$ cat config.mk
export PLATFORM = sky130hd
export DESIGN_NAME = uart_tx_core
export DESIGN_NICKNAME = d
export VERILOG_FILES = /design/src/rtl/uart_tx_pkg.sv /design/src/rtl/uart_tx_sync_fifo.sv /design/src/rtl/uart_tx_core.sv
export SDC_FILE = /design/constraint.sdc
export NUM_CORES = 1
export LEC_CHECK = 0
export CORE_AREA = 2 2 119 121
export CTS_BUF_LIST = sky130_fd_sc_hd__clkbuf_4
export CTS_CLUSTER_SIZE = 28
export DETAILED_ROUTE_END_ITERATION = 6
export DIE_AREA = 0 0 121 123
export HOLD_SLACK_MARGIN = 0.06
export MAX_ROUTING_LAYER = met4
export PLACE_DENSITY = 0.69
export SLEW_MARGIN = 30
export SYNTH_ARGS = -nofsm -noshare
export SYNTH_HDL_FRONTEND = slang
export SYNTH_SLANG_ARGS = --single-unit
$ cat constraint.sdc
create_clock -name pclk -period 10.1 [get_ports pclk]
set_input_delay 2.02 -clock pclk [delete_from_list [all_inputs] [get_ports pclk]]
set_output_delay 2.02 -clock pclk [all_outputs]
set_load 0.05 [all_outputs]
$ cat src/rtl/uart_tx_pkg.sv
// Shared types and helpers for the UART transmitter: parity modes, FSM states
// and the frame-length calculation used by both design and verification.
package uart_tx_pkg;

  typedef enum logic [1:0] {
    NONE = 2'd0,
    EVEN = 2'd1,
    ODD  = 2'd2,
    RSVD = 2'd3
  } parity_e;

  typedef enum logic [2:0] {
    IDLE   = 3'd0,
    START  = 3'd1,
    DATA   = 3'd2,
    PARITY = 3'd3,
    STOP   = 3'd4
  } state_e;

  // Total pclk cycles of one frame, start bit through final stop bit.
  function automatic int unsigned frame_cycles(input int unsigned div,
                                               input int unsigned data_width,
                                               input logic [1:0]  parity,
                                               input logic        stop2);
    int unsigned bits;
    bits = 1 + data_width + (stop2 ? 2 : 1);
    if (parity_e'(parity) == EVEN || parity_e'(parity) == ODD) begin
      bits = bits + 1;
    end
    return (div + 1) * bits;
  endfunction

endpackage

$ cat src/rtl/uart_tx_sync_fifo.sv
// Single-clock write buffer for the UART transmitter; registered full/empty
// flags and occupancy, first-word-fall-through read data.
module uart_tx_sync_fifo #(
  parameter int unsigned WIDTH     = 8,
  parameter int unsigned DEPTH     = 8,
  parameter int unsigned CNT_WIDTH = $clog2(DEPTH + 1)
) (
  input  logic                 pclk,
  input  logic                 areset,
  input  logic                 push,
  input  logic [WIDTH-1:0]     wr_data,
  input  logic                 pop,
  output logic [WIDTH-1:0]     rd_data,
  output logic                 full,
  output logic                 empty,
  output logic [CNT_WIDTH-1:0] count
);

  localparam int unsigned PTR_W = $clog2(DEPTH);

  logic [WIDTH-1:0]     mem_q [DEPTH];
  logic [PTR_W-1:0]     wr_ptr_q, wr_ptr_d;
  logic [PTR_W-1:0]     rd_ptr_q, rd_ptr_d;
  logic [CNT_WIDTH-1:0] count_q, count_d;
  logic                 full_q, full_d;
  logic                 empty_q, empty_d;
  logic                 do_push, do_pop;

  // Requests are qualified here so a push when full or pop when empty is a no-op.
  always_comb begin
    do_push  = push && !full_q;
    do_pop   = pop && !empty_q;
    wr_ptr_d = wr_ptr_q;
    rd_ptr_d = rd_ptr_q;
    count_d  = count_q;
    if (do_push) begin
      wr_ptr_d = wr_ptr_q + PTR_W'(1);
    end
    if (do_pop) begin
      rd_ptr_d = rd_ptr_q + PTR_W'(1);
    end
    unique case ({do_push, do_pop})
      2'b10:   count_d = count_q + CNT_WIDTH'(1);
      2'b01:   count_d = count_q - CNT_WIDTH'(1);
      default: count_d = count_q;
    endcase
    full_d  = (count_d == CNT_WIDTH'(DEPTH));
    empty_d = (count_d == '0);
  end

  always_ff @(posedge pclk or negedge areset) begin
    if (!areset) begin
      wr_ptr_q <= '0;
      rd_ptr_q <= '0;
      count_q  <= '0;
      full_q   <= 1'b0;
      empty_q  <= 1'b1;
    end else begin
      wr_ptr_q <= wr_ptr_d;
      rd_ptr_q <= rd_ptr_d;
      count_q  <= count_d;
      full_q   <= full_d;
      empty_q  <= empty_d;
    end
  end

  // Storage needs no reset: pointers and count define what is valid.
  always_ff @(posedge pclk) begin
    if (do_push) begin
      mem_q[wr_ptr_q] <= wr_data;
    end
  end

  assign rd_data = mem_q[rd_ptr_q];
  assign full    = full_q;
  assign empty   = empty_q;
  assign count   = count_q;

endmodule

$ cat src/rtl/uart_tx_core.sv
// UART transmitter: write FIFO feeding a frame FSM with per-frame latched
// baud divisor, parity mode and stop-bit count. Serial output is registered.
module uart_tx_core
  import uart_tx_pkg::*;
#(
  parameter int unsigned DATA_WIDTH = 8,
  parameter int unsigned FIFO_DEPTH = 8,
  parameter int unsigned DIV_WIDTH  = 16,
  parameter int unsigned CNT_WIDTH  = $clog2(FIFO_DEPTH + 1)
) (
  input  logic                  pclk,
  input  logic                  areset,
  input  logic                  wr_valid,
  output logic                  wr_ready,
  input  logic [DATA_WIDTH-1:0] wr_data,
  input  logic                  cfg_en,
  input  logic [DIV_WIDTH-1:0]  cfg_baud_div,
  input  logic [1:0]            cfg_parity,
  input  logic                  cfg_stop2,
  output logic                  tx,
  output logic                  busy,
  output logic                  tx_done,
  output logic [CNT_WIDTH-1:0]  fifo_count
);

  localparam int unsigned BIT_W = $clog2(DATA_WIDTH);

  logic                  fifo_full;
  logic                  fifo_empty;
  logic                  fifo_pop;
  logic [DATA_WIDTH-1:0] fifo_rd_data;

  state_e                state_q, state_d;
  logic [DIV_WIDTH-1:0]  cnt_q, cnt_d;
  logic [DIV_WIDTH-1:0]  div_q, div_d;
  logic [BIT_W-1:0]      bit_q, bit_d;
  logic [DATA_WIDTH-1:0] shift_q, shift_d;
  parity_e               mode_q, mode_d;
  logic                  stop2_q, stop2_d;
  logic                  par_q, par_d;
  logic                  tx_q, tx_d;
  logic                  busy_q, busy_d;
  logic                  done_q, done_d;
  logic                  can_start;
  logic                  period_end;
  logic                  launch;

  uart_tx_sync_fifo #(
    .WIDTH     (DATA_WIDTH),
    .DEPTH     (FIFO_DEPTH),
    .CNT_WIDTH (CNT_WIDTH)
  ) u_fifo (
    .pclk    (pclk),
    .areset  (areset),
    .push    (wr_valid),
    .wr_data (wr_data),
    .pop     (fifo_pop),
    .rd_data (fifo_rd_data),
    .full    (fifo_full),
    .empty   (fifo_empty),
    .count   (fifo_count)
  );

  assign wr_ready = !fifo_full;

  // Next-state: each state lasts div_q+1 cycles; a bit period ends when cnt_q hits 0.
  always_comb begin
    state_d    = state_q;
    cnt_d      = cnt_q;
    div_d      = div_q;
    bit_d      = bit_q;
    shift_d    = shift_q;
    mode_d     = mode_q;
    stop2_d    = stop2_q;
    par_d      = par_q;
    fifo_pop   = 1'b0;
    launch     = 1'b0;
    can_start  = cfg_en && !fifo_empty;
    period_end = (cnt_q == '0);

    if (state_q == IDLE) begin
      launch = can_start;
    end else if (!period_end) begin
      cnt_d = cnt_q - DIV_WIDTH'(1);
    end else begin
      cnt_d = div_q;
      unique case (state_q)
        START: begin
          state_d = DATA;
          bit_d   = '0;
        end
        DATA: begin
          if (bit_q == BIT_W'(DATA_WIDTH - 1)) begin
            bit_d   = '0;
            state_d = (mode_q == EVEN || mode_q == ODD) ? PARITY : STOP;
          end else begin
            bit_d   = bit_q + BIT_W'(1);
            shift_d = shift_q >> 1;
          end
        end
        PARITY: begin
          state_d = STOP;
          bit_d   = '0;
        end
        STOP: begin
          if (stop2_q && bit_q == '0) begin
            bit_d = BIT_W'(1);
          end else if (can_start) begin
            launch = 1'b1;
          end else begin
            state_d = IDLE;
          end
        end
        default: state_d = IDLE;
      endcase
    end

    // Frame launch latches payload and config so mid-frame changes are ignored.
    if (launch) begin
      fifo_pop = 1'b1;
      state_d  = START;
      cnt_d    = cfg_baud_div;
      div_d    = cfg_baud_div;
      bit_d    = '0;
      shift_d  = fifo_rd_data;
      mode_d   = parity_e'(cfg_parity);
      stop2_d  = cfg_stop2;
      par_d    = (^fifo_rd_data) ^ (cfg_parity == 2'd2);
    end

    unique case (state_d)
      START:   tx_d = 1'b0;
      DATA:    tx_d = shift_d[0];
      PARITY:  tx_d = par_d;
      default: tx_d = 1'b1;
    endcase
    busy_d = (state_d != IDLE);
    done_d = (state_d == STOP) && (cnt_d == '0) && (!stop2_d || bit_d == BIT_W'(1));
  end

  always_ff @(posedge pclk or negedge areset) begin
    if (!areset) begin
      state_q <= IDLE;
      cnt_q   <= '0;
      div_q   <= '0;
      bit_q   <= '0;
      shift_q <= '0;
      mode_q  <= NONE;
      stop2_q <= 1'b0;
      par_q   <= 1'b0;
      tx_q    <= 1'b1;
      busy_q  <= 1'b0;
      done_q  <= 1'b0;
    end else begin
      state_q <= state_d;
      cnt_q   <= cnt_d;
      div_q   <= div_d;
      bit_q   <= bit_d;
      shift_q <= shift_d;
      mode_q  <= mode_d;
      stop2_q <= stop2_d;
      par_q   <= par_d;
      tx_q    <= tx_d;
      busy_q  <= busy_d;
      done_q  <= done_d;
    end
  end

  assign tx      = tx_q;
  assign busy    = busy_q;
  assign tx_done = done_q;

endmodule

==> flow_summary.ini, run 1 <==
[sta]
setup_violations = 0
setup_ws_ns = 4.95
hold_ws_ns = 0.477
period_share_pct = 51.0
drv_slew = 0
hold_viol_final = 0
max_slew.worst_pin.slew_ns = 0.876
slew_headroom_pct = 41.1
tns_ns = 0
finClkSkew_ns = 0.0179
period_minus_slack_ns = 5.15
grt_setup_unrepaired = false
fmax_mhz = 194

[route]
wl_met3_um = 647
drcViolationCount = 0
num_vias = 4036
drt_iter0_drc = 296
vias_per_cell = 5.49
wirelength_um = 12500
wl_per_cell_um = 17.0
met2WireLength_um = 6270
routed.top_layer = met4
ant_nets = 0
drt_pass1_iterations = 4
met1Wirelength_um = 5500

[placement]
place_ws_ns = 4.44
dp_hpwl_um = 8390
gp_congestion = 0.854
io_buffers = 38

[synth]
syn_avg_cell_area_um2 = 11.9
synthFlopType = edfxtp_1
syn_nets = 543
yosys_register_bits = 129
synth_area_mm2 = 0.00600
seq_area_frac_synth_pct = 59.2
ys_types = 57
synthTopCellsByArea = edfxtp_1 (32%), dfrtp_1 (26%), mux4_2 (6.0%)
async_reset_ff_share_pct = 50.4
yosysTopAreaCell = edfxtp_1
synth_cells = 503
synth_edf_count = 64
yosys_warnings = 0
synth_top_area_share_pct = 32.0

[global_routing]
overflow = 0
antenna_found_initial = 1
grtUsageTotal_pct = 18.8
grt_max_degree = 66
grt_pass1_vias = 4135
grt_first_pass_wirelength_um = 20800

[worst_setup_path]
cp.required_ns = 10.53
critPathArrivalTime_ns = 5.58
end_kind = register
worst-setup-path-type = primary input to register
path_max_fanout = 15
critPathLaunchType = primary input

[cells_and_area]
post-route-util_pct = 50.2
mostFrequentLayoutCells = nand2_1 (92), edfxtp_1 (64), dfrtp_1 (62)
final_common_cell = nand2_1
regArea_mm2 = 0.00355
layout-drive-gt1-share_pct = 12.3
multiInputGateArea_mm2 = 0.00231
fin_nets = 581
fillCellCount = 1186
syn_to_final_growth_pct = 13.8

[outcome]
status = completed

[cts]
clock_path_buffers = 2
clk_pin_slew_worst_paths_ns = 0.11
cts_resized = 0
clockRootBuffer = clkbuf_4
ctsHoldBuffers = 0
clkLatencyLatePin_ns = 0.53
clock-sinks = 129
cts_buffers = 17
postCtsSetupBuffers = 0
htreeDepth = 4
cts_tree = yes

[pwr]
ir_drop_v = 0.000165
p_int_mw = 0.998
seqPwrFrac_pct = 49.3
swShare_pct = 36.0
pwr-share-comb_pct = 28.9
p_leak_nw = 2.61
switching_power_mw = 0.560
p_clk_share_pct = 21.8
power_density_mw_per_mm2 = 228

[die]
dieArea_mm2 = 0.0149
die_x_um = 121
core.rowCount = 43
core_mm2 = 0.0136
initial_core_util_pct = 44.1
die_h_um = 123
boundaryPins = 39

[run]
maxCapViolCount = 0

[worst_hold_path]
hold_class = register to register
[state kept, by name, indices dropped and copies added, names as in the netlist, 2 cells and up]
signal	count
shift_q	8
u_fifo.mem_q	64
u_fifo.wr_ptr_q	3
u_fifo.count	4
u_fifo.rd_ptr_q	3
cnt_q	16
bit_q	3
mode_q	2
state_q	3
div_q	16
[metal layers]
layer  vias to the layer above  track usage, %
li1                       1925               -
met1                      2009            23.8
met2                        98            30.0
met3                         4            4.34
met4                         0            6.47
met5                         -               -
[worst paths after layout]
kind | from | end | slack [ns] | cells past startpoint
setup / recovery | cfg_en | u_fifo.full | 4.95 | 14
hold / removal | div_q[10] | div_q[10] | 0.48 | 2
setup reg to reg | bit_q[0] | u_fifo.full | 6.35 | 15
hold reg to reg | div_q[10] | div_q[10] | 0.48 | 2
max in group asynchronous | areset | u_fifo.rd_ptr_q[1] | 7.85 | 2
min in group asynchronous | areset | div_q[13] | 1.66 | 2
[power groups by stage]
stage | Clock, mW | Sequential (mW) | Combinational [mW]
4_1_cts | 0.351 | 0.767 | 0.453
2_1_floorplan | 0 | 0.769 | 0.317
3_3_place_gp | 0 | 0.773 | 0.438
3_5_place_dp | 0 | 0.778 | 0.451
6_report | 0.340 | 0.768 | 0.450
5_1_grt | 0.377 | 0.784 | 0.501
[cells in the mapped netlist (all sizes together) (3+ instances only)]
master	count
clkbuf	16
nor4b	4
nor2b	7
nand4	6
nor3	10
nand2	92
nor4	7
buf	10
ha	9
mux2i	11
inv	9
o21ai	16
xor2	4
xnor2	15
nand3	6
edfxtp	64
nand3b	3
dfrtp	63
nor3b	3
a21oi	19
mux4	16
a221o	6
or4	3
o211ai	5
a21o	5
o31ai	3
and3	4
nor2	35
a31oi	13
or3	4
o22a	4
nand2b	8
[cell families (layout without fill, tap and decap cells)]
logic type / after synthesis / count (layout) / share of synthesized area (%)
compound gates: 83 / 83 / 9.32
xor+xnor: 19 / 19 / 2.77
fa+ha+maj: 9 / 9 / 1.88
buf+inv: 35 / 86 / 2.44
flops: 129 / 129 / 59.2
mux: 28 / 28 / 8.03
other cells: 0 / 1 / 0
simple gates: 200 / 200 / 16.4
[worst max-delay path, stage by stage]
cell and delay, ns:
clkdlybuf4s50_1 0.49, nor2b_1 0.22, nand4_1 0.54, o22a_1 0.38, inv_1 0.38, buf_4 0.31
nand2_1 0.14, xnor2_1 0.15, ha_1 0.18, a21oi_1 0.15, xnor2_1 0.18, mux2i_1 0.22
a21o_1 0.15, nor2b_1 0.05
[through the flow]
stage	cell area (um2)	total power, mW	cells
after floorplan	6000	1.09	503
after detailed placement	6550	1.23	702
final	6830	1.56	735
after global routing	6830	1.66	735
after CTS	6820	1.57	734
after global placement	6540	1.21	702
[final cells by class]
cell class / instances / share of cell area, %
Multi-Input combinational cell: 339 / 33.8
Sequential cell: 129 / 52.0
Clock inverter: 15 / 2.18
Timing Repair Buffer: 45 / 6.27
Antenna cell: 1 / 0.0367
Clock buffer: 17 / 1.87
Inverter: 9 / 0.495
Tap cell: 180 / 3.30
Power figures use the tool's default switching activity.
==> inputs of run 2 (changes only) <==
--- a/config.mk
+++ b/config.mk
@@ -12,7 +12,7 @@
 export DIE_AREA = 0 0 121 123
 export HOLD_SLACK_MARGIN = 0.06
 export MAX_ROUTING_LAYER = met4
-export PLACE_DENSITY = 0.69
+export PLACE_DENSITY = 0.72
 export SLEW_MARGIN = 30
 export SYNTH_ARGS = -nofsm -noshare
 export SYNTH_HDL_FRONTEND = slang
==> constraint.sdc (replaced) <==
create_clock -name pclk -period 4.7 [get_ports pclk]
set_input_delay 0.94 -clock pclk [delete_from_list [all_inputs] [get_ports pclk]]
set_output_delay 0.94 -clock pclk [all_outputs]
set_load 0.05 [all_outputs]
==> flow_summary.ini, run 2 (synthesized netlist as in run 1, its figures left out) <==
[worst_setup_path]
cp_common_cell = a31oi_1
cp_num_buf_inv = 1
end_kind = register
crit_family = simple AND/OR/NAND/NOR gates
critPathLaunchType = register
cp_cell_sequence = inv_1, ha_1, nor4b_1, and4_1, a31oi_1, a31oi_1, nand4b_1, or3_1, or4_1, a2111oi_2
critPathSlowestCell = and4_1
critPathArrivalTime_ns = 4.00
cpPeakStageDelay_ns = 0.67
cp.required_ns = 5.15
worst-setup-path-type = register to register
path_max_fanout = 18

[placement]
place_area_mm2 = 0.00657
place_ws_ns = 0.665
io_buffers = 38
dp_hpwl_um = 8400
dp.cells = 704
gp_congestion = 0.888

[route]
ant_nets = 0
drt_pass1_iterations = 4
vias_per_cell = 5.56
wl_per_cell_um = 17.2
drcViolationCount = 0
num_vias = 4100
drt_iter0_drc = 440
wirelength_um = 12700

[global_routing]
grtUsageTotal_pct = 19.1
antenna_found_initial = 1
grt_first_pass_wirelength_um = 21000
overflow = 0
grt_pass1_vias = 4090
grt_max_degree = 35

[cts]
postCtsSetupBuffers = 0
clkLatencyLatePin_ns = 0.55
clock_path_buffers = 2
ctsHoldBuffers = 0
htreeDepth = 4
cts_buffers = 17
cts_tree = yes
clockRootBuffer = clkbuf_4
cts_resized = 0
clk_pin_slew_worst_paths_ns = 0.13
clock-sinks = 129

[cells_and_area]
mostFrequentLayoutCells = nand2_1 (92), edfxtp_1 (64), dfrtp_1 (62)
syn_to_final_growth_pct = 14.1
fin_cells = 737
fillCellCount = 1177
fin_nets = 583
final_common_cell = nand2_1
post-route-util_pct = 50.3
layout-drive-gt1-share_pct = 12.6
largest_reg_flops = 64
largest_register = u_fifo.mem_q
top_regs = u_fifo.mem_q x64, cnt_q x16, div_q x16
fin_area_mm2 = 0.00685

[sta]
period_minus_slack_ns = 3.54
setup_violations = 0
period_share_pct = 75.4
setup_ws_ns = 1.16
max_slew.worst_pin.slew_ns = 0.931
hold_viol_final = 0
fmax_mhz = 282
slew_headroom_pct = 37.7
tns_ns = 0
grt_setup_unrepaired = false
drv_slew = 0
finClkSkew_ns = 0.0163

[outcome]
status = completed

[die]
core_mm2 = 0.0136
core.rowCount = 43
boundaryPins = 39
die_h_um = 123
die_x_um = 121
dieArea_mm2 = 0.0149
initial_core_util_pct = 44.1

[worst_hold_path]
hold_class = primary input to async pin

[pwr]
p_leak_nw = 2.62
power_density_mw_per_mm2 = 491
ir_drop_v = 0.000288

[run]
maxCapViolCount = 0
[run 2: metrics by stage]
step                      total power, mW  hold slack, ns
final                                3.36           0.424
after global routing                 3.57           0.451
after CTS                            3.38           0.420
after detailed placement             2.63           0.456
after global placement               2.60           0.455
after floorplan                      2.33           0.437
[run 2: per-layer routing]
layer	wire [um]	part of all wire (%)	track usage, %	up-vias
li1	-	-	-	1933
met1	5360	42	23.3	2021
met2	6320	50	30.4	128
met3	731	5.8	5.12	18
met4	241	1.9	7.49	0
met5	0	0	-	-
[run 2: area by class of cell]
| class | instances | area, um2 | area share (%) |
|---|---|---|---|
| multi-input combinational | 339 | 2310 | 33.8 |
| inverter | 9 | 33.8 | 0.494 |
| tap | 180 | 225 | 3.29 |
| timing repair buffer | 47 | 443 | 6.47 |
| antenna | 1 | 2.50 | 0.0366 |
| clock inverter | 15 | 150 | 2.19 |
| clock buffer | 17 | 128 | 1.86 |
| sequential | 129 | 3550 | 51.9 |
[run 2: path summary, 6_finish.rpt]
check | startpoint | end | slack [ns] | cells past startpoint
setup / recovery | cnt_q[0] | tx_done | 1.16 | 10
hold / removal | areset | div_q[13] | 0.42 | 1
setup reg to reg | cnt_q[0] | tx_done | 1.16 | 10
hold reg to reg | div_q[1] | div_q[1] | 0.48 | 2
max in group asynchronous | areset | u_fifo.empty | 3.30 | 2
min in group pclk | div_q[1] | div_q[1] | 0.48 | 2
[run 2: worst register-to-register path: cells and delay by family (launching register included)]
kind            cells  cell delay [ns]
compound gates      3             0.71
fa+ha+maj           1             0.18
buf+inv             1             0.12
flops               1             0.49
simple gates        5             1.96
[run 2: report_power, final]
| group | leakage (nW) | internal (mW) | switching, mW | total (mW) |
|---|---|---|---|---|
| clock network | 0.150 | 0.280 | 0.468 | 0.748 |
| logic | 1.10 | 0.433 | 0.524 | 0.957 |
| registers | 1.38 | 1.43 | 0.223 | 1.65 |
